===== config.mk =====
export PLATFORM = sky130hd
export DESIGN_NAME = pipelined_segment_adder
export DESIGN_NICKNAME = d
export VERILOG_FILES = /design/src/rtl/pipelined_segment_adder_pkg.sv /design/src/rtl/pipelined_segment_adder_segment_adder.sv /design/src/rtl/pipelined_segment_adder.sv
export SDC_FILE = /design/constraint.sdc
export NUM_CORES = 1
export LEC_CHECK = 0
export ABC_AREA = 1
export CAP_MARGIN = 30
export CORE_MARGIN = 3
export CORE_UTILIZATION = 35
export CTS_CLUSTER_SIZE = 28
export DETAILED_ROUTE_END_ITERATION = 8
export GPL_ROUTABILITY_DRIVEN = 0
export HOLD_SLACK_MARGIN = 0.1
export PLACE_DENSITY = 0.56
export SLEW_MARGIN = 20
export SYNTH_ARGS = -nofsm -noshare
export SYNTH_HDL_FRONTEND = slang
export SYNTH_SLANG_ARGS = --single-unit
export TNS_END_PERCENT = 1

===== constraint.sdc =====
create_clock -name clk -period 14.9 [get_ports clk]
set_input_delay 4.47 -clock clk [delete_from_list [all_inputs] [get_ports clk]]
set_output_delay 4.47 -clock clk [all_outputs]
set_load 0.005 [all_outputs]

===== src/rtl/pipelined_segment_adder_pkg.sv =====
// Shared types and defaults for the pipelined segment adder.
// Default geometry plus the per-segment add helper.
package pipelined_segment_adder_pkg;

    localparam int DEF_W    = 32;
    localparam int DEF_M    = 8;
    localparam int DEF_PIPE = 2;

    localparam int NSEG          = DEF_W / DEF_M;
    localparam int SEG_PER_STAGE = (DEF_PIPE == 0) ? NSEG : NSEG / DEF_PIPE;

    typedef logic [DEF_M-1:0] seg_t;

    typedef struct packed {
        logic [DEF_W-1:0] sum;
        logic [DEF_W-1:0] a_hi;
        logic [DEF_W-1:0] b_hi;
        logic             cy;
        logic             sub;
        logic             vld;
    } stage_t;

    // Returns {carry_out, sum} of one segment.
    function automatic logic [DEF_M:0] add_seg(seg_t a, seg_t b, logic ci);
        return {1'b0, a} + {1'b0, b} + {{DEF_M{1'b0}}, ci};
    endfunction

endpackage


===== src/rtl/pipelined_segment_adder_segment_adder.sv =====
// Combinational M-bit ripple segment.
// Also exposes the carry into its top bit for overflow detection.
module segment_adder #(
    parameter int M = 8
) (
    input  logic [M-1:0] a,
    input  logic [M-1:0] b,
    input  logic         ci,
    output logic [M-1:0] s,
    output logic         co,
    output logic         cm
);

    logic c;

    // Bit-serial ripple; cm captures the carry entering bit M-1.
    always_comb begin
        c  = ci;
        s  = '0;
        cm = 1'b0;
        for (int i = 0; i < M; i++) begin
            if (i == M - 1) begin
                cm = c;
            end
            s[i] = a[i] ^ b[i] ^ c;
            c    = (a[i] & b[i]) | (c & (a[i] ^ b[i]));
        end
        co = c;
    end

endmodule


===== src/rtl/pipelined_segment_adder.sv =====
// Add/subtract datapath resolved segment by segment across PIPE stages.
// Valid/ready on both sides; backpressure ripples combinationally upstream.
module pipelined_segment_adder
    import pipelined_segment_adder_pkg::*;
#(
    parameter int W    = DEF_W,
    parameter int M    = DEF_M,
    parameter int PIPE = DEF_PIPE
) (
    input  logic         clk,
    input  logic         rst,
    input  logic         in_valid,
    output logic         in_ready,
    input  logic [W-1:0] a,
    input  logic [W-1:0] b,
    input  logic         c_in,
    input  logic         sub,
    output logic         out_valid,
    input  logic         out_ready,
    output logic [W-1:0] s,
    output logic         c_out,
    output logic         ovf
);

    localparam int N_SEG   = W / M;
    localparam int N_STG   = (PIPE == 0) ? 1 : PIPE;
    localparam int SEG_STG = N_SEG / N_STG;
    localparam int SPAN    = SEG_STG * M;

    typedef struct packed {
        logic [W-1:0] sum;
        logic [W-1:0] a_hi;
        logic [W-1:0] b_hi;
        logic         cy;
        logic         sub;
        logic         vld;
    } stg_t;

    if (W % M != 0) begin : g_chk_wm
        $error("pipelined_segment_adder: W must be a multiple of M");
    end
    if (PIPE > N_SEG) begin : g_chk_pipe
        $error("pipelined_segment_adder: PIPE exceeds segment count");
    end
    if (PIPE > 0 && (N_SEG % N_STG) != 0) begin : g_chk_div
        $error("pipelined_segment_adder: segment count not divisible by PIPE");
    end

    stg_t           src [N_STG];
    stg_t           res [N_STG];
    stg_t           q   [N_STG];
    logic           ov  [N_STG];
    logic [N_STG:0] ld;
    logic           ovf_q;

    // Sub mode folds into the add: invert B and force the carry-in.
    assign src[0] = '{
        sum:  '0,
        a_hi: a,
        b_hi: sub ? ~b : b,
        cy:   sub | c_in,
        sub:  sub,
        vld:  in_valid
    };

    assign ld[N_STG] = out_ready;

    for (genvar k = 0; k < N_STG; k++) begin : g_stg
        logic [SEG_STG:0]   cc;
        logic [SPAN-1:0]    ps;
        logic [SEG_STG-1:0] cm;
        logic [W-1:0]       sm;

        assign cc[0] = src[k].cy;

        for (genvar j = 0; j < SEG_STG; j++) begin : g_seg
            localparam int LO = (k * SEG_STG + j) * M;
            segment_adder #(.M(M)) u_seg (
                .a  (src[k].a_hi[LO +: M]),
                .b  (src[k].b_hi[LO +: M]),
                .ci (cc[j]),
                .s  (ps[j*M +: M]),
                .co (cc[j+1]),
                .cm (cm[j])
            );
        end

        // Splice this stage's resolved segments into the running sum.
        always_comb begin
            sm = src[k].sum;
            sm[k*SPAN +: SPAN] = ps;
        end

        assign res[k] = '{
            sum:  sm,
            a_hi: src[k].a_hi,
            b_hi: src[k].b_hi,
            cy:   cc[SEG_STG],
            sub:  src[k].sub,
            vld:  src[k].vld
        };

        assign ov[k] = cm[SEG_STG-1] ^ cc[SEG_STG];

        if (k > 0) begin : g_link
            assign src[k] = q[k-1];
        end

        if (PIPE > 0) begin : g_reg
            assign ld[k] = !q[k].vld || ld[k+1];

            // Stage register: loads when empty or when its beat moves on.
            always_ff @(posedge clk or posedge rst) begin
                if (rst) begin
                    q[k] <= '0;
                end else if (ld[k]) begin
                    q[k] <= res[k];
                end
            end

            if (k == N_STG - 1) begin : g_ovf
                // Overflow is only known once the MSB segment resolves.
                always_ff @(posedge clk or posedge rst) begin
                    if (rst) begin
                        ovf_q <= 1'b0;
                    end else if (ld[k]) begin
                        ovf_q <= ov[k];
                    end
                end
            end
        end
    end

    if (PIPE == 0) begin : g_comb
        assign in_ready  = out_ready;
        assign out_valid = in_valid;
        assign s         = res[0].sum;
        assign c_out     = res[0].cy;
        assign ovf       = ov[0];
    end else begin : g_piped
        assign in_ready  = ld[0];
        assign out_valid = q[N_STG-1].vld;
        assign s         = q[N_STG-1].sum;
        assign c_out     = q[N_STG-1].cy;
        assign ovf       = ovf_q;
    end

endmodule


==> results of run 1 <==
-- placed cells by master, fill, tap and decap left out --
| cell | count |
|---|---|
| bufinv_16 | 1 |
| nand3_1 | 50 |
| xnor2_1 | 12 |
| inv_2 | 1 |
| o21ai_0 | 3 |
| clkdlybuf4s50_1 | 105 |
| buf_16 | 1 |
| or2_2 | 1 |
| nor2_4 | 1 |
| clkbuf_1 | 3 |
| xor2_1 | 4 |
| nor2_1 | 1 |
| buf_4 | 5 |
| clkbuf_16 | 9 |
| fa_1 | 32 |
| nand2_1 | 245 |
| clkbuf_8 | 2 |
| buf_8 | 1 |
| nand3_2 | 1 |
| clkinv_2 | 1 |
| dfrtp_1 | 85 |
| inv_1 | 58 |
-- per-stage QoR --
step	setup slack, ps	util, %
4_1_cts	3590	46.3
5_1_grt	3310	46.3
6_report	3630	46.3
3_5_place_dp	3230	44.1
3_3_place_gp	3390	43.7
2_1_floorplan	4030	-
-- layer usage --
metal  part of all wire [%]  GRT usage [%]  up-vias
met2                     42           21.3       87
met5                      0              0        -
met1                     50           23.0     1549
met3                    5.5           2.09       13
met4                    1.9           6.30        0
li1                       -              -     1742
-- power groups by stage --
stage	sequential, µW	clock (µW)	combinational [µW]
2_1_floorplan	313	0	151
3_3_place_gp	322	0	219
3_5_place_dp	324	0	223
5_1_grt	327	236	253
6_report	319	221	220
4_1_cts	320	226	224
-- worst max-delay path, cell delays in order --
cell	delay, ps
clkdlybuf4s50_1	450
buf_4	370
xnor2_1	170
fa_1	410
inv_1	70
fa_1	150
inv_1	50
fa_1	380
fa_1	400
fa_1	380
fa_1	380
fa_1	360
inv_1	70
fa_1	150
inv_1	50
fa_1	350
inv_1	80
fa_1	160
inv_1	50
fa_1	370
fa_1	390
fa_1	390
fa_1	390
fa_1	370
inv_1	80
fa_1	400
nand2_1	80
nand2_1	50
-- sequential cells by signal, indices dropped and copies added (netlist names) --
signal     count
c_out          1
g_stg.cc       1
g_stg.sm      16
out_valid      1
ovf            1
q             33
s             32
-- kinds of logic (layout without fill, tap and decap cells) --
| family | after synthesis | count (layout) | share of synthesized area [%] |
|---|---|---|---|
| AND/OR/NAND/NOR | 299 | 299 | 25.3 |
| buffers and inverters | 120 | 187 | 12.8 |
| flip-flops | 85 | 85 | 45.0 |
| adder cells (fa/ha/maj) | 32 | 32 | 13.6 |
| XOR/XNOR | 16 | 16 | 2.97 |
| AO/OA/AOI/OAI | 3 | 3 | 0.318 |
-- cell usage after synthesis (all sizes together) --
cell    instances  area share, %
buf            53            7.5
or2             1           0.13
dfrtp          85             45
nand3          51            5.4
o21ai           3           0.32
nand2         245             19
nor2            2           0.32
fa             32             14
clkbuf          7           0.56
inv            60            4.8
xnor2          12            2.2
xor2            4           0.74
-- area by class of cell --
type	instances	area, µm²	share of cell area [%]
inverter	60	226	3.78
clock inverter	1	30.0	0.501
sequential	85	2130	35.5
timing repair buffer	112	1130	18.9
tap	172	215	3.59
multi-input combinational	350	2000	33.3
clock buffer	14	264	4.41
-- path summary, 6_finish.rpt --
check / slack (ps) / end / from / cells past startpoint
min in group asynchronous: 4570 / s[25] / rst / 3
setup reg to reg: 7370 / s[31] / g_stg[1].cc[0] / 20
setup / recovery: 3630 / g_stg[1].sm[15] / sub / 28
hold reg to reg: 470 / s[21] / s[21] / 2
hold / removal: 470 / s[21] / s[21] / 2
max in group asynchronous: 9730 / g_stg[1].sm[3] / rst / 4
==> results.py, run 1 <==
metrics = {
    "run_status": {
        "outcome": "completed",
    },
    "critical_path": {
        "required_ps": 15120,
        "arrival_ps": 11490,
        "worstSetupPathType": "primary input to flop",
        "start_kind": "primary input",
        "path_max_fanout": 34,
        "cp-end-kind": "flop",
    },
    "placed_design": {
        "portBuffers": 105,
        "post-place-cells": 779,
        "dpl.hpwl_um": 7750,
        "postPlaceCellArea_um2": 5700,
    },
    "layout": {
        "drive_gt1_share_pct": 3.86,
        "fin_area_um2": 5990,
        "fin_cells": 794,
        "nets": 720,
        "area_growth_pct": 26.8,
        "fill_cells": 1319,
        "antennaDiodeCount": 0,
    },
    "floorplanning": {
        "die_h_um": 122,
        "io_pins": 106,
        "die_area_um2": 14900,
        "start_util_pct": 36.5,
        "die_x_um": 122,
        "rows": 41,
        "core_area_um2": 12900,
    },
    "clocking": {
        "cts_tree": "yes",
        "cts_buffer_depth": 2,
        "hold_buffers": 0,
        "numCtsBuffers": 9,
        "clkSinkCount": 85,
        "clock_latency_ps": 330,
        "clkTransAtPathRegs_ps": 60,
        "h-tree-depth": 3,
        "postCtsSetupBuffers": 0,
        "ctsResizeCount": 0,
        "cts-root-buf": "clkbuf_16",
    },
    "pwr": {
        "clock_power_share_pct": 29.1,
        "power.leakage_uw": 0.00307,
        "seq_power_share_pct": 42.0,
        "intPower_uw": 542,
        "netSwitchingFraction_pct": 28.7,
        "irDropWorstVdd_mv": 0.0573,
        "power_frac_comb_pct": 28.9,
        "power_density_nw_per_um2": 127,
        "p_switching_uw": 218,
        "power.total_uw": 760,
    },
    "detailed_routing": {
        "firstDrtPassIters": 4,
        "ant_nets": 0,
        "via_count": 3391,
        "drtIter0Drc": 283,
        "routedWlPerCell_um": 13.2,
        "remaining_drc_errors": 0,
        "viasPerCell": 4.27,
        "wirelength_um": 10500,
    },
    "synth": {
        "yosysUniqueCellTypes": 15,
        "synth_nets": 657,
        "ys_seq_elements": 85,
        "postSynthAreaPerCell_um2": 8.51,
        "netlist_area_um2": 4720,
        "yosysWarnings": 0,
        "syn_inst": 555,
        "ys_seq_area_share_pct": 45.0,
    },
    "sta": {
        "fin_tns_setup_ps": 0,
        "max_slew_margin_pct": 42.6,
        "setup_viol": 0,
        "whs_ps": 470,
        "worst_slew_pin_slew_ps": 861,
        "finClkSkew_ps": 3.63,
        "period_needed_ps": 11270,
        "rsz0062_at_grt": "no",
        "hold_viol_final": 0,
        "drv_slew": 0,
        "fin_crit_sh_pct": 75.6,
        "fmax_mhz": 88.7,
    },
    "global_route": {
        "grt_pass1_vias": 3532,
        "antenna_found_initial": 0,
        "grt_usage_pct": 15.0,
        "grt_overflow": 0,
        "grt_max_degree": 88,
        "grt_pass1_wl_um": 17600,
    },
    "min_path": {
        "hold_path_class": "flop to flop",
    },
    "flow_run": {
        "cap_violations": 0,
    },
}
Note: power is estimated with default switching activity, not from simulation.
==> run 2: changes to the inputs <==
- clock period: 14.9 -> 11.8 ns (I/O delays scaled with it)
==> run 2 against run 1 <==
Against the previous run: register-to-register slack lost 3100 ps; final cell count is the same; sequential share of layout area shrank 0.20 points; routed wire length shrank 0.64%; count of clock-buffer cells in the layout shrank 3; flip-flop and latch count is the same; worst hold slack gained 3.7 ps; critical path type unchanged.
==> results.py, run 2 (synthesized netlist as in run 1, its figures left out) <==
metrics = {
    "pwr": {
        "power.leakage_uw": 0.00308,
        "irDropWorstVdd_mv": 0.0684,
        "power_density_nw_per_um2": 162,
        "power.total_uw": 975,
    },
    "clocking": {
        "clock_latency_ps": 330,
        "ctsResizeCount": 0,
        "cts_buffer_depth": 2,
        "numCtsBuffers": 9,
        "clkTransAtPathRegs_ps": 60,
        "hold_buffers": 0,
        "h-tree-depth": 3,
        "cts_tree": "yes",
        "postCtsSetupBuffers": 0,
        "clkSinkCount": 85,
        "cts-root-buf": "clkbuf_16",
    },
    "layout": {
        "layout_common_cells": "245 x nand2_1, 105 x clkdlybuf4s50_1, 85 x dfrtp_1",
        "largest_register_ffs": 33,
        "area_growth_pct": 27.5,
        "nets": 720,
        "fill_cells": 1260,
        "final_common_cell": "nand2_1",
        "antennaDiodeCount": 0,
        "fin_area_um2": 6020,
        "drive_gt1_share_pct": 4.18,
        "fin_cells": 794,
        "largest_register": "q",
    },
    "sta": {
        "finClkSkew_ps": 5.12,
        "worst_slew_pin_slew_ps": 858,
        "drv_slew": 0,
        "max_slew_margin_pct": 42.8,
        "rsz0062_at_grt": "no",
        "fin_crit_sh_pct": 87.2,
        "fin_tns_setup_ps": 0,
        "period_needed_ps": 10290,
        "setup_viol": 0,
        "setup_ws_ps": 1510,
        "fmax_mhz": 97.2,
        "hold_viol_final": 0,
    },
    "placed_design": {
        "place_ws_ps": 1140,
        "portBuffers": 105,
        "post-place-cells": 779,
        "dpl.hpwl_um": 7730,
        "postPlaceCellArea_um2": 5710,
    },
    "critical_path": {
        "path_max_fanout": 8,
        "cp-end-kind": "flop",
        "start_kind": "primary input",
        "arrival_ps": 10510,
        "worstSetupPathType": "primary input to flop",
        "required_ps": 12020,
    },
    "detailed_routing": {
        "wirelength_um": 10400,
        "viasPerCell": 4.26,
        "drtIter0Drc": 275,
        "remaining_drc_errors": 0,
        "routedWlPerCell_um": 13.1,
        "firstDrtPassIters": 4,
        "ant_nets": 0,
        "via_count": 3380,
    },
    "global_route": {
        "grt_max_degree": 88,
        "grt_pass1_wl_um": 17100,
        "grt_usage_pct": 14.6,
        "antenna_found_initial": 0,
        "grt_pass1_vias": 3345,
        "grt_overflow": 0,
    },
    "floorplanning": {
        "io_pins": 106,
        "die_area_um2": 14900,
        "die_x_um": 122,
        "rows": 41,
        "die_h_um": 122,
        "start_util_pct": 36.5,
        "core_area_um2": 12900,
    },
    "min_path": {
        "hold_path_class": "flop to flop",
    },
    "flow_run": {
        "cap_violations": 0,
    },
    "run_status": {
        "outcome": "completed",
    },
}
[run 2: changes by cell type in the layout (fill, tap and decap cells not counted), sizes merged]
| cell | change |
|---|---|
| bufinv | +1 |
| clkbuf | -3 |
| clkinv | +1 |
| clkinvlp | +1 |
[run 2: final cells by class]
cell class,count,area (µm²),area share (%)
clock buffers,11,243,4.03
clock inverters,4,72.6,1.20
inverters,60,226,3.76
multi-input cells,350,2000,33.1
flip-flops and latches,85,2130,35.3
well taps,172,215,3.57
repair buffers,112,1140,19.0
[run 2: through the flow]
step | hold WS [ps] | util, %
global placement | 457 | 43.7
finish | 473 | 46.6
floorplan | 443 | -
global route | 494 | 46.6
CTS | 475 | 46.6
detailed placement | 461 | 44.2
[run 2: path summary, 6_finish.rpt]
kind / from / to / slack [ps] / cells after the start
max: sub / g_stg[1].sm[15] / 1510 / 27
min: s[11] / s[11] / 470 / 2
max reg2reg: g_stg[1].cc[0] / s[31] / 4320 / 20
min reg2reg: s[11] / s[11] / 470 / 2
max in group asynchronous: rst / s[1] / 7580 / 4
min in group asynchronous: rst / s[25] / 3610 / 3
[run 2: worst max-delay path, stage by stage]
cell and delay, ps:
clkdlybuf4s50_1 760, xnor2_1 170, fa_1 410, inv_1 80
fa_1 160, inv_1 50, fa_1 370, fa_1 390
fa_1 390, fa_1 390, fa_1 360, inv_1 80
fa_1 160, inv_1 50, fa_1 350, inv_1 70
fa_1 160, inv_1 50, fa_1 380, fa_1 390
fa_1 390, fa_1 390, fa_1 370, inv_1 80
fa_1 400, nand2_1 70, nand2_1 50
[run 2: routing by layer]
metal | global-route usage [%] | vias to the layer above | routed length (µm)
met5 | 0 | - | 0
met4 | 6.16 | 0 | 156
met3 | 1.90 | 10 | 370
met2 | 20.5 | 78 | 4450
met1 | 22.7 | 1548 | 5410
li1 | - | 1744 | -
[run 2: power by group]
part           switching, µW  total [µW]  internal, µW
Combinational            126         277           151
Sequential              43.2         403           360
Clock                    106         296           190
Total                    275         975           700
